--- config.mk ---
export PLATFORM = sky130hd
export DESIGN_NAME = request_unit
export DESIGN_NICKNAME = d
export VERILOG_FILES = /design/src/rtl/request_unit.sv
export SDC_FILE = /design/constraint.sdc
export NUM_CORES = 1
export LEC_CHECK = 0
export CAP_MARGIN = 20
export CORE_ASPECT_RATIO = 0.7
export CORE_UTILIZATION = 48
export DETAILED_ROUTE_END_ITERATION = 7
export GPL_ROUTABILITY_DRIVEN = 0
export PLACE_DENSITY = 0.78
export SYNTH_ARGS = -nofsm -noshare
export SYNTH_HDL_FRONTEND = slang
export SYNTH_SLANG_ARGS = --single-unit
export TNS_END_PERCENT = 20
--- constraint.sdc ---
create_clock -name CLK -period 2.4 [get_ports CLK]
set_input_delay 0.72 -clock CLK [delete_from_list [all_inputs] [get_ports CLK]]
set_output_delay 0.72 -clock CLK [all_outputs]
set_load 0.005 [all_outputs]
--- src/rtl/request_unit.sv ---
// request_unit: sequences instruction/data memory requests for the single-cycle
// datapath, holds a sticky halt and keeps a saturating stall-cycle counter.
module request_unit #(
  parameter int unsigned CNT_W = 16
) (
  input  logic             CLK,
  input  logic             nRST,
  input  logic             cu_dREN,
  input  logic             cu_dWEN,
  input  logic             cu_halt,
  input  logic             ihit,
  input  logic             dhit,
  output logic             imemREN,
  output logic             dmemREN,
  output logic             dmemWEN,
  output logic             pc_en,
  output logic             halt,
  output logic             proto_err,
  output logic [CNT_W-1:0] stall_cnt
);

  localparam logic [CNT_W-1:0] CNT_MAX = {CNT_W{1'b1}};

  typedef enum logic [1:0] {
    ST_RUN  = 2'd0,
    ST_DATA = 2'd1,
    ST_HALT = 2'd2
  } state_e;

  state_e           state_q, state_d;
  logic             dren_q, dren_d;
  logic             dwen_q, dwen_d;
  logic             halt_q, halt_d;
  logic             perr_q, perr_d;
  logic [CNT_W-1:0] cnt_q, cnt_d;

  // Next-state, latched requests and the combinational PC enable.
  always_comb begin
    state_d = state_q;
    dren_d  = dren_q;
    dwen_d  = dwen_q;
    perr_d  = perr_q;
    pc_en   = 1'b0;
    unique case (state_q)
      ST_RUN: begin
        pc_en = ihit & ~cu_halt & ~cu_dREN & ~cu_dWEN;
        if (ihit) begin
          if (cu_halt) begin
            state_d = ST_HALT;
          end else if (cu_dREN | cu_dWEN) begin
            state_d = ST_DATA;
            dren_d  = cu_dREN;
            // A simultaneous load+store is a decoder bug: the read wins.
            dwen_d  = cu_dWEN & ~cu_dREN;
            if (cu_dREN & cu_dWEN) begin
              perr_d = 1'b1;
            end
          end
        end
      end
      ST_DATA: begin
        pc_en = dhit;
        if (dhit) begin
          state_d = ST_RUN;
          dren_d  = 1'b0;
          dwen_d  = 1'b0;
        end
      end
      ST_HALT: begin
        state_d = ST_HALT;
      end
      default: begin
        state_d = ST_RUN;
        dren_d  = 1'b0;
        dwen_d  = 1'b0;
      end
    endcase
    halt_d = (state_d == ST_HALT);
  end

  // Stall counter: counts non-advancing cycles outside HALT, saturating.
  always_comb begin
    cnt_d = cnt_q;
    if ((state_q != ST_HALT) && !pc_en && (cnt_q != CNT_MAX)) begin
      cnt_d = cnt_q + CNT_W'(1);
    end
  end

  // State and output registers with asynchronous reset.
  always_ff @(posedge CLK or negedge nRST) begin
    if (!nRST) begin
      state_q <= ST_RUN;
      dren_q  <= 1'b0;
      dwen_q  <= 1'b0;
      halt_q  <= 1'b0;
      perr_q  <= 1'b0;
      cnt_q   <= '0;
    end else begin
      state_q <= state_d;
      dren_q  <= dren_d;
      dwen_q  <= dwen_d;
      halt_q  <= halt_d;
      perr_q  <= perr_d;
      cnt_q   <= cnt_d;
    end
  end

  assign imemREN   = (state_q != ST_HALT);
  assign dmemREN   = dren_q;
  assign dmemWEN   = dwen_q;
  assign halt      = halt_q;
  assign proto_err = perr_q;
  assign stall_cnt = cnt_q;

endmodule

After elaboration in Yosys (flattened, before gate mapping)
Index checks and enable logic that the tools add are counted.
W data, S select, Z words.
{"block": "word_totals", "register_bits": 22, "input_bits": 7, "output_inout_bits": 22}
{"block": "op_classes", "add_sub_neg": 1, "n_eq_ne": 9, "n_mux": 15, "n_bitwise": 10, "n_reduce_logical": 6}
{"cell": "$add A16 B1 Y16 const B", "count": 1}
{"cell": "$ne A16 B16 Y1 const B", "count": 1}
{"cell": "$ne A2 B2 Y1 const B", "count": 5}
{"cell": "$reduce_and A5 Y1", "count": 2}
{"cell": "$mux W2", "count": 4}
{"cell": "$mux W1", "count": 7}
{"cell": "$pmux W1 S3", "count": 2}
{"cell": "$pmux W2 S3", "count": 1}
{"cell": "$and A1 B1 Y1", "count": 5}
{"cell": "$eq A2 B2 Y1 const B", "count": 2}
{"cell": "$not A1 Y1", "count": 4}
{"cell": "$eq A2 B1 Y1 const B", "count": 1}
{"cell": "$logic_and A1 B1 Y1", "count": 2}
{"cell": "$logic_not A2 Y1", "count": 1}
{"cell": "$pmux W1 S2", "count": 1}
{"cell": "$logic_not A1 Y1", "count": 1}
{"cell": "$or A1 B1 Y1", "count": 1}

Longest topological paths before layout
Gate-level depths: netlist (run 1).
{"block": "depth", "word_depth": 8, "ltp_mapped": 6, "ltp_nobuf": 5}

Worst setup path after synthesis (run 1)
Ideal clock, no wire load.
{"block": "synth_path", "path_kind": "input to output", "start": "in cu_halt", "end": "out pc_en", "arrival_time_ns": 1.300, "required_time_ns": 1.680, "setup_slack_ns": 0.380, "stages": 3, "n_path_buf": 0, "cell_sequence": "nor4b_2 -> mux2i_1 -> nor2_1"}
{"block": "synth_between", "elab_chain_cells": 5}
{"element": "start, declared", "line": "10", "text": "input logic cu_halt,"}
{"element": "$not A1 Y1 (no line)"}
{"element": "$and A1 B1 Y1 (3 in series)", "line": "46", "text": "pc_en = ihit & ~cu_halt & ~cu_dREN & ~cu_dWEN;"}
{"element": "$pmux W1 S2", "line": "44", "text": "unique case (state_q)"}
{"element": "end, declared", "line": "16", "text": "output logic pc_en,"}
Every way passes these cells.

Final worst setup path (run 1)
{"block": "layout_path", "start": "in cu_dWEN", "end": "out pc_en"}
{"block": "layout_between", "elab_chain_cells": 3}
{"element": "start, declared", "line": "9", "text": "input logic cu_dWEN,"}
{"element": "$not A1 Y1", "line": "46"}
{"element": "$and A1 B1 Y1", "line": "46"}
{"element": "$pmux W1 S2", "line": "44"}
Every way passes these cells.

==> results of run 1 <==
## cells in the final DEF (no fill, tap or decap), types with 2 or more instances in the layout
cell type	netlist	final
nand2b_1	4	4
nand3_1	5	5
o21ai_1	2	2
buf_4	0	13
dlygate4sd2_1	0	2
xor2_1	11	11
nor4_1	4	4
nor2_1	4	4
clkdlybuf4s50_1	0	23
a21oi_1	3	3
inv_1	2	2
dfrtp_1	22	22
o21ai_0	2	2
nor4b_2	3	2
a211oi_1	3	3
nand4_1	2	2
clkbuf_4	0	3
mux2_2	3	3
nor4b_1	2	2
o22ai_1	2	2
nand2_1	4	4
## worst paths after layout
| path | start | cells after the start | slack, ns | endpoint |
|---|---|---|---|---|
| worst max register to register | state_q[0] | 4 | 0.50 | stall_cnt[15] |
| worst min register to register | proto_err | 1 | 0.51 | proto_err |
| worst min-delay path | proto_err | 1 | 0.51 | proto_err |
| max in group asynchronous | nRST | 2 | 1.43 | stall_cnt[7] |
| worst max-delay path | cu_dWEN | 5 | 0.13 | pc_en |
| min in group asynchronous | nRST | 2 | 0.75 | stall_cnt[13] |
## cell usage after synthesis
| master | number | share of area [%] |
|---|---|---|
| dfrtp_1 | 22 | 46 |
| xor2_1 | 11 | 8.1 |
| nand3_1 | 5 | 2.1 |
| nand2_1 | 4 | 1.3 |
| nand2b_1 | 4 | 2.1 |
| nor2_1 | 4 | 1.3 |
| nor4_1 | 4 | 2.1 |
| a211oi_1 | 3 | 1.9 |
| a21oi_1 | 3 | 1.3 |
| mux2_2 | 3 | 2.8 |
| nor4b_2 | 3 | 3.8 |
| buf_6 | 2 | 1.9 |
| inv_1 | 2 | 0.63 |
| nand4_1 | 2 | 1.0 |
| nor4b_1 | 2 | 1.5 |
| o21ai_0 | 2 | 0.84 |
| o21ai_1 | 2 | 0.84 |
| o22ai_1 | 2 | 1.0 |
| a2111oi_2 | 1 | 1.3 |
| a2111oi_4 | 1 | 2.3 |
| a2bb2oi_1 | 1 | 0.73 |
| a2bb2oi_2 | 1 | 1.3 |
| a31o_2 | 1 | 0.73 |
| a31oi_1 | 1 | 0.52 |
| and3_1 | 1 | 0.52 |
| and4_1 | 1 | 0.73 |
| and4b_1 | 1 | 0.84 |
| buf_2 | 1 | 0.42 |
| ha_1 | 1 | 1.0 |
| mux2i_1 | 1 | 0.84 |
| nand3_2 | 1 | 0.84 |
| nand3b_1 | 1 | 0.63 |
| nor2_4 | 1 | 0.94 |
| nor3_1 | 1 | 0.42 |
| nor3_4 | 1 | 1.4 |
| o2bb2ai_1 | 1 | 0.73 |
| o32a_1 | 1 | 0.84 |
| or2_1 | 1 | 0.52 |
| or3_1 | 1 | 0.52 |
| or4b_1 | 1 | 0.84 |
| xnor2_1 | 1 | 0.73 |
## layer usage
layer | track usage, % | routed length (µm) | vias to the layer above | share of wire [%]
met2 | 32.04 | 1152 | 23 | 44
met4 | 6.667 | 27 | 0 | 1.0
met5 | 0 | 0 | - | 0
met1 | 33.52 | 1312 | 468 | 51
li1 | - | - | 472 | -
met3 | 6.567 | 97 | 2 | 3.7
## report_power, final
group	total, W	internal (W)	switching, W	leakage [nW]
registers	0.000654	0.000499	0.000155	0.253
clock network	0.000164	0.0000587	0.000106	0.0138
logic	0.000698	0.000402	0.000296	0.360
## worst reg2reg max path, cell delays in order, from the launching register on
cell	delay (ns)
dfrtp_1	0.53
or2_1	0.30
a2bb2oi_2	0.19
nor4b_1	0.40
mux2_2	0.38
## cells by family after synthesis
family | after synthesis | synth area share, %
compound gates | 20 | 14.24
xor+xnor | 12 | 8.796
flops | 22 | 46.07
mux | 4 | 3.665
buf+inv | 5 | 2.932
fa+ha+maj | 1 | 1.047
simple gates | 39 | 23.25
## cell type report
| type | count | area share, % |
|---|---|---|
| Sequential cell | 22 | 34.32 |
| Tap cell | 32 | 2.496 |
| Inverter | 2 | 0.4680 |
| Timing Repair Buffer | 41 | 22.78 |
| Clock buffer | 3 | 1.404 |
| Multi-Input combinational cell | 76 | 38.53 |
## state kept, by name (all words and copies together), names as in the netlist
| signal | cells |
|---|---|
| dmemREN | 1 |
| proto_err | 1 |
| state_q | 2 |
| halt | 1 |
| stall_cnt | 16 |
| dmemWEN | 1 |
## per-stage QoR
| step | instance area [µm²] | cells | util (%) |
|---|---|---|---|
| 2_1_floorplan | 1195 | 103 | - |
| 3_3_place_gp | 1585 | 173 | 70.70 |
| 3_5_place_dp | 1585 | 173 | 70.70 |
| 4_1_cts | 1607 | 176 | 71.65 |
| 5_1_grt | 1604 | 176 | 71.54 |
| 6_report | 1604 | 176 | 71.54 |
## what timing repair did
action	4_1_cts	5_1_grt
endpoints found under the setup margin	1	1
pin swaps	2	2
hold buffers	0	0
resized for setup	9	3
gates cloned	0	0
==> reports/results.ini, run 1 <==
[outcome]
status = finished clean

[global_route]
grt_overflow = 0
grt_usage_pct = 22.62
grt_pass1_vias = 879
grt_pass1_wl_um = 4271
antenna_found_initial = 0
grt_max_degree = 23

[worst_setup_path]
startpoint_type = primary input
critPathArrivalTime_ns = 1.55
cp_top_family = buffers and inverters
worstSetupPathType = in -> out
crit_required_ns = 1.68
cp-end-kind = output port
cp_cell_sequence = dlygate4sd2_1, nor4b_4, mux2i_1, nor2_1, buf_2
path_buf_inv = 2
max_stage_delay_ns = 0.27
crit_fanout = 2
cp_slowest_cell = dlygate4sd2_1

[cells_and_area]
fill_cells = 181
syn_to_final_growth_pct = 34.24
drive_above_1_share_pct = 21.53
diodes = 0
num-nets-final = 154
final-seq-area_um2 = 550.5
multi_input_area_um2 = 618.1

[timing]
hold_viol_final = 0
rsz0062_at_grt = no
fmax_mhz = 440.5
fin_ws_ns = 0.1297
fin_crit_sh_pct = 94.59
finalWorstPathRequiredPeriod_ns = 2.270
tightestPinTransition_ns = 0.4222
fin_skew_ns = 0.007656
slew_violations = 0
setup_violations = 0
relSlewSlack_pct = 71.45
holdWs_ns = 0.5066
setup-tns-final_ns = 0

[routing]
wl_um = 2589
firstDrtPassIters = 4
detail_route.wl_per_cell_um = 14.71
vias = 965
first_iter_violations = 35
ant_nets = 0
drc_errors = 0
vias_per_cell = 5.483

[power_and_ir_drop]
p_total_w = 0.001516
peakVddDrop_uv = 633.1
power_density_nw_per_um2 = 945.4
leakage_nw = 0.6276

[placed_design]
hpwl_um = 2003
io_buffers = 28
pre_cts_ws_ns = -0.5528

[flow_run]
drv_cap = 0

[die]
die_h_um = 43.75
start_util_pct = 53.29
core-area_um2 = 2242
num_io_pins = 29
core.rowCount = 14
die_x_um = 61.64
dieArea_um2 = 2696

[clocking]
cts_max_path_buffers = 2
htree_levels = 1
numCtsBuffers = 3
clockRootBuffer = clkbuf_4
cts.sinks = 22
clk_pin_slew_ns = 0.11
postCtsSetupBuffers = 0
clk-insertion-delay-late_ns = 0.31
cts_tree = done

[synthesis]
syn_area_per_cell_um2 = 11.60
netlist_instances = 103
synth_cell_types = 41
ys_ff_latch = 22
ys_warn_count = 0
seq_area_frac_synth_pct = 46.07
synthesis.nets = 111
syn-cell-area_um2 = 1195

[hold_path]
hold_path_class = reg -> reg

(Power assumes the default switching activity.)
==> run 2, diff against run 1 <==
Settings changed: CTS_BUF_LIST from default to sky130_fd_sc_hd__clkbuf_16, MAX_ROUTING_LAYER from default to met4.
==> reports/results.ini, run 2 (same netlist as run 1, synthesis figures left out) <==
[routing]
highest_layer = met4  ; unchanged
wl_um = 2696  ; was 2589 µm
detail_route.wl_per_cell_um = 15.32  ; was 14.71 µm
drc_errors = 0  ; unchanged
ant_nets = 0  ; unchanged
firstDrtPassIters = 4  ; unchanged
wl_met2_um = 1219  ; was 1152 µm
vias = 974  ; was 965
wl_met3_um = 91  ; was 97 µm
met1_length_um = 1343  ; was 1312 µm
vias_per_cell = 5.534  ; was 5.483
first_iter_violations = 35  ; unchanged

[worst_setup_path]
critPathArrivalTime_ns = 1.55  ; about the same
rrSetupSlack_ns = 0.51  ; was 0.50 ns
ff2ff_path_depth = 4  ; unchanged
crit_required_ns = 1.68  ; about the same
startpoint_type = primary input  ; unchanged
r2r-end = stall_cnt[15]  ; unchanged
crit_path_start = cu_dWEN  ; unchanged
crit_fanout = 2  ; unchanged
endpoint = pc_en  ; unchanged
worstSetupPathType = in -> out  ; unchanged
regToRegStartpoint = state_q[0]  ; unchanged
cp-end-kind = output port  ; unchanged

[die]
num_io_pins = 29  ; unchanged
start_util_pct = 53.29  ; unchanged
core-area_um2 = 2242  ; unchanged
core.rowCount = 14  ; unchanged
die_h_um = 43.75  ; unchanged
die_x_um = 61.64  ; unchanged
dieArea_um2 = 2696  ; unchanged

[global_route]
grt_overflow = 0  ; unchanged
grt_pass1_wl_um = 4519  ; was 4271 µm
grt_pass1_vias = 909  ; was 879
antenna_found_initial = 0  ; unchanged
grt_usage_pct = 25.02  ; was 22.62%
grt_max_degree = 23  ; unchanged

[power_and_ir_drop]
power_density_nw_per_um2 = 1030  ; was 945.4 nW/µm²
comb_power_share_pct = 41.3  ; was 46.0%
power_frac_clock_pct = 20.0  ; was 10.8%
peakVddDrop_uv = 695.8  ; was 633.1 µV
pwr-share-seq_pct = 38.6  ; was 43.1%
internal_power_w = 0.001124  ; was 0.0009603 W
leakage_nw = 0.6508  ; was 0.6276 nW
p_sw_share_pct = 34.17  ; was 36.68%
p_switching_w = 0.0005832  ; was 0.0005562 W

[timing]
hold_viol_final = 0  ; unchanged
fmax_mhz = 440.6  ; was 440.5 MHz
tightestPinTransition_ns = 0.4052  ; was 0.4222 ns
setup-tns-final_ns = 0  ; unchanged
slew_violations = 0  ; unchanged
rsz0062_at_grt = no  ; unchanged
setup_violations = 0  ; unchanged
holdWs_ns = 0.4937  ; was 0.5066 ns
fin_skew_ns = 0.003412  ; was 0.007656 ns
fin_crit_sh_pct = 94.56  ; was 94.59%
finalWorstPathRequiredPeriod_ns = 2.270  ; about the same
relSlewSlack_pct = 72.61  ; was 71.45%

[clocking]
cts_tree = done  ; unchanged
cts.sinks = 22  ; unchanged
clk-insertion-delay-late_ns = 0.25  ; was 0.31 ns
cts_max_path_buffers = 2  ; unchanged
htree_levels = 1  ; unchanged
numCtsBuffers = 3  ; unchanged
cts_hold_buf = 0  ; unchanged
clockRootBuffer = clkbuf_16  ; was clkbuf_4
postCtsSetupBuffers = 0  ; unchanged
clk_pin_slew_ns = 0.05  ; was 0.11 ns

[cells_and_area]
syn_to_final_growth_pct = 38.64  ; was 34.24%
post-route-util_pct = 73.88  ; was 71.54%
largest_reg_flops = 16  ; unchanged
drive_above_1_share_pct = 21.53  ; unchanged
layout_commonest_cell = clkdlybuf4s50_1  ; unchanged
final_cell_mix = 23 x clkdlybuf4s50_1, 22 x dfrtp_1, 13 x buf_4, 11 x xor2_1, 5 x nand3_1  ; unchanged
diodes = 0  ; unchanged
num-nets-final = 154  ; unchanged

[outcome]
status = finished clean  ; unchanged

[hold_path]
hold_path_class = reg -> reg  ; unchanged

[placed_design]
io_buffers = 28  ; unchanged
hpwl_um = 2003  ; unchanged

[flow_run]
drv_cap = 0  ; unchanged

run 2: power by group through the flow:
stage          Combinational (W)  Sequential, W  Clock, W
2_1_floorplan           0.000347       0.000640         0
3_3_place_gp            0.000684       0.000653         0
3_5_place_dp            0.000701       0.000660         0
4_1_cts                 0.000709       0.000657  0.000350
5_1_grt                 0.000767       0.000682  0.000366
6_report                0.000705       0.000660  0.000342
run 2: final cells by class:
| cell class | instances | area (µm²) |
|---|---|---|
| Clock buffer | 3 | 75.07 |
| Tap cell | 32 | 40.04 |
| Inverter | 2 | 7.507 |
| Fill cell | 173 | 585.6 |
| Sequential cell | 22 | 550.5 |
| Multi-Input combinational cell | 76 | 618.1 |
| Timing Repair Buffer | 41 | 365.4 |
run 2: worst max-delay path, cell delays in order:
cell           delay (ns)
dlygate4sd2_1        0.27
nor4b_4              0.24
mux2i_1              0.10
nor2_1               0.10
buf_2                0.12
run 2: what timing repair did:
| item | in CTS | in global routing |
|---|---|---|
| pin swaps | 2 | 2 |
| resized for setup | 9 | 3 |
| setup endpoints to repair | 1 | 1 |
run 2: layer usage:
metal  vias to the layer above  GRT usage, %
li1                        471             -
met1                       475         34.87
met2                        24         34.19
met3                         4         7.463
met4                         0         9.333
met5                         -             -
run 2: per-stage QoR:
stage	total power (W)	instance area (µm²)	instances	setup slack (ns)
after floorplan	0.0009876	1195	103	0.3804
after CTS	0.001717	1659	176	0.05898
final	0.001707	1657	176	0.1305
after global placement	0.001337	1585	173	-0.4702
after detailed placement	0.001361	1585	173	-0.5528
after global routing	0.001815	1657	176	0.03076
run 2: how the worst min path moves through the flow:
stage | start | endpoint | slack, ns | cells past startpoint
floorplan | nRST | dmemREN | 0.42 | 0
global placement | proto_err | proto_err | 0.47 | 1
global route | stall_cnt[12] | stall_cnt[12] | 0.51 | 1
CTS | proto_err | proto_err | 0.50 | 1
finish | proto_err | proto_err | 0.49 | 1
detailed placement | proto_err | proto_err | 0.48 | 1
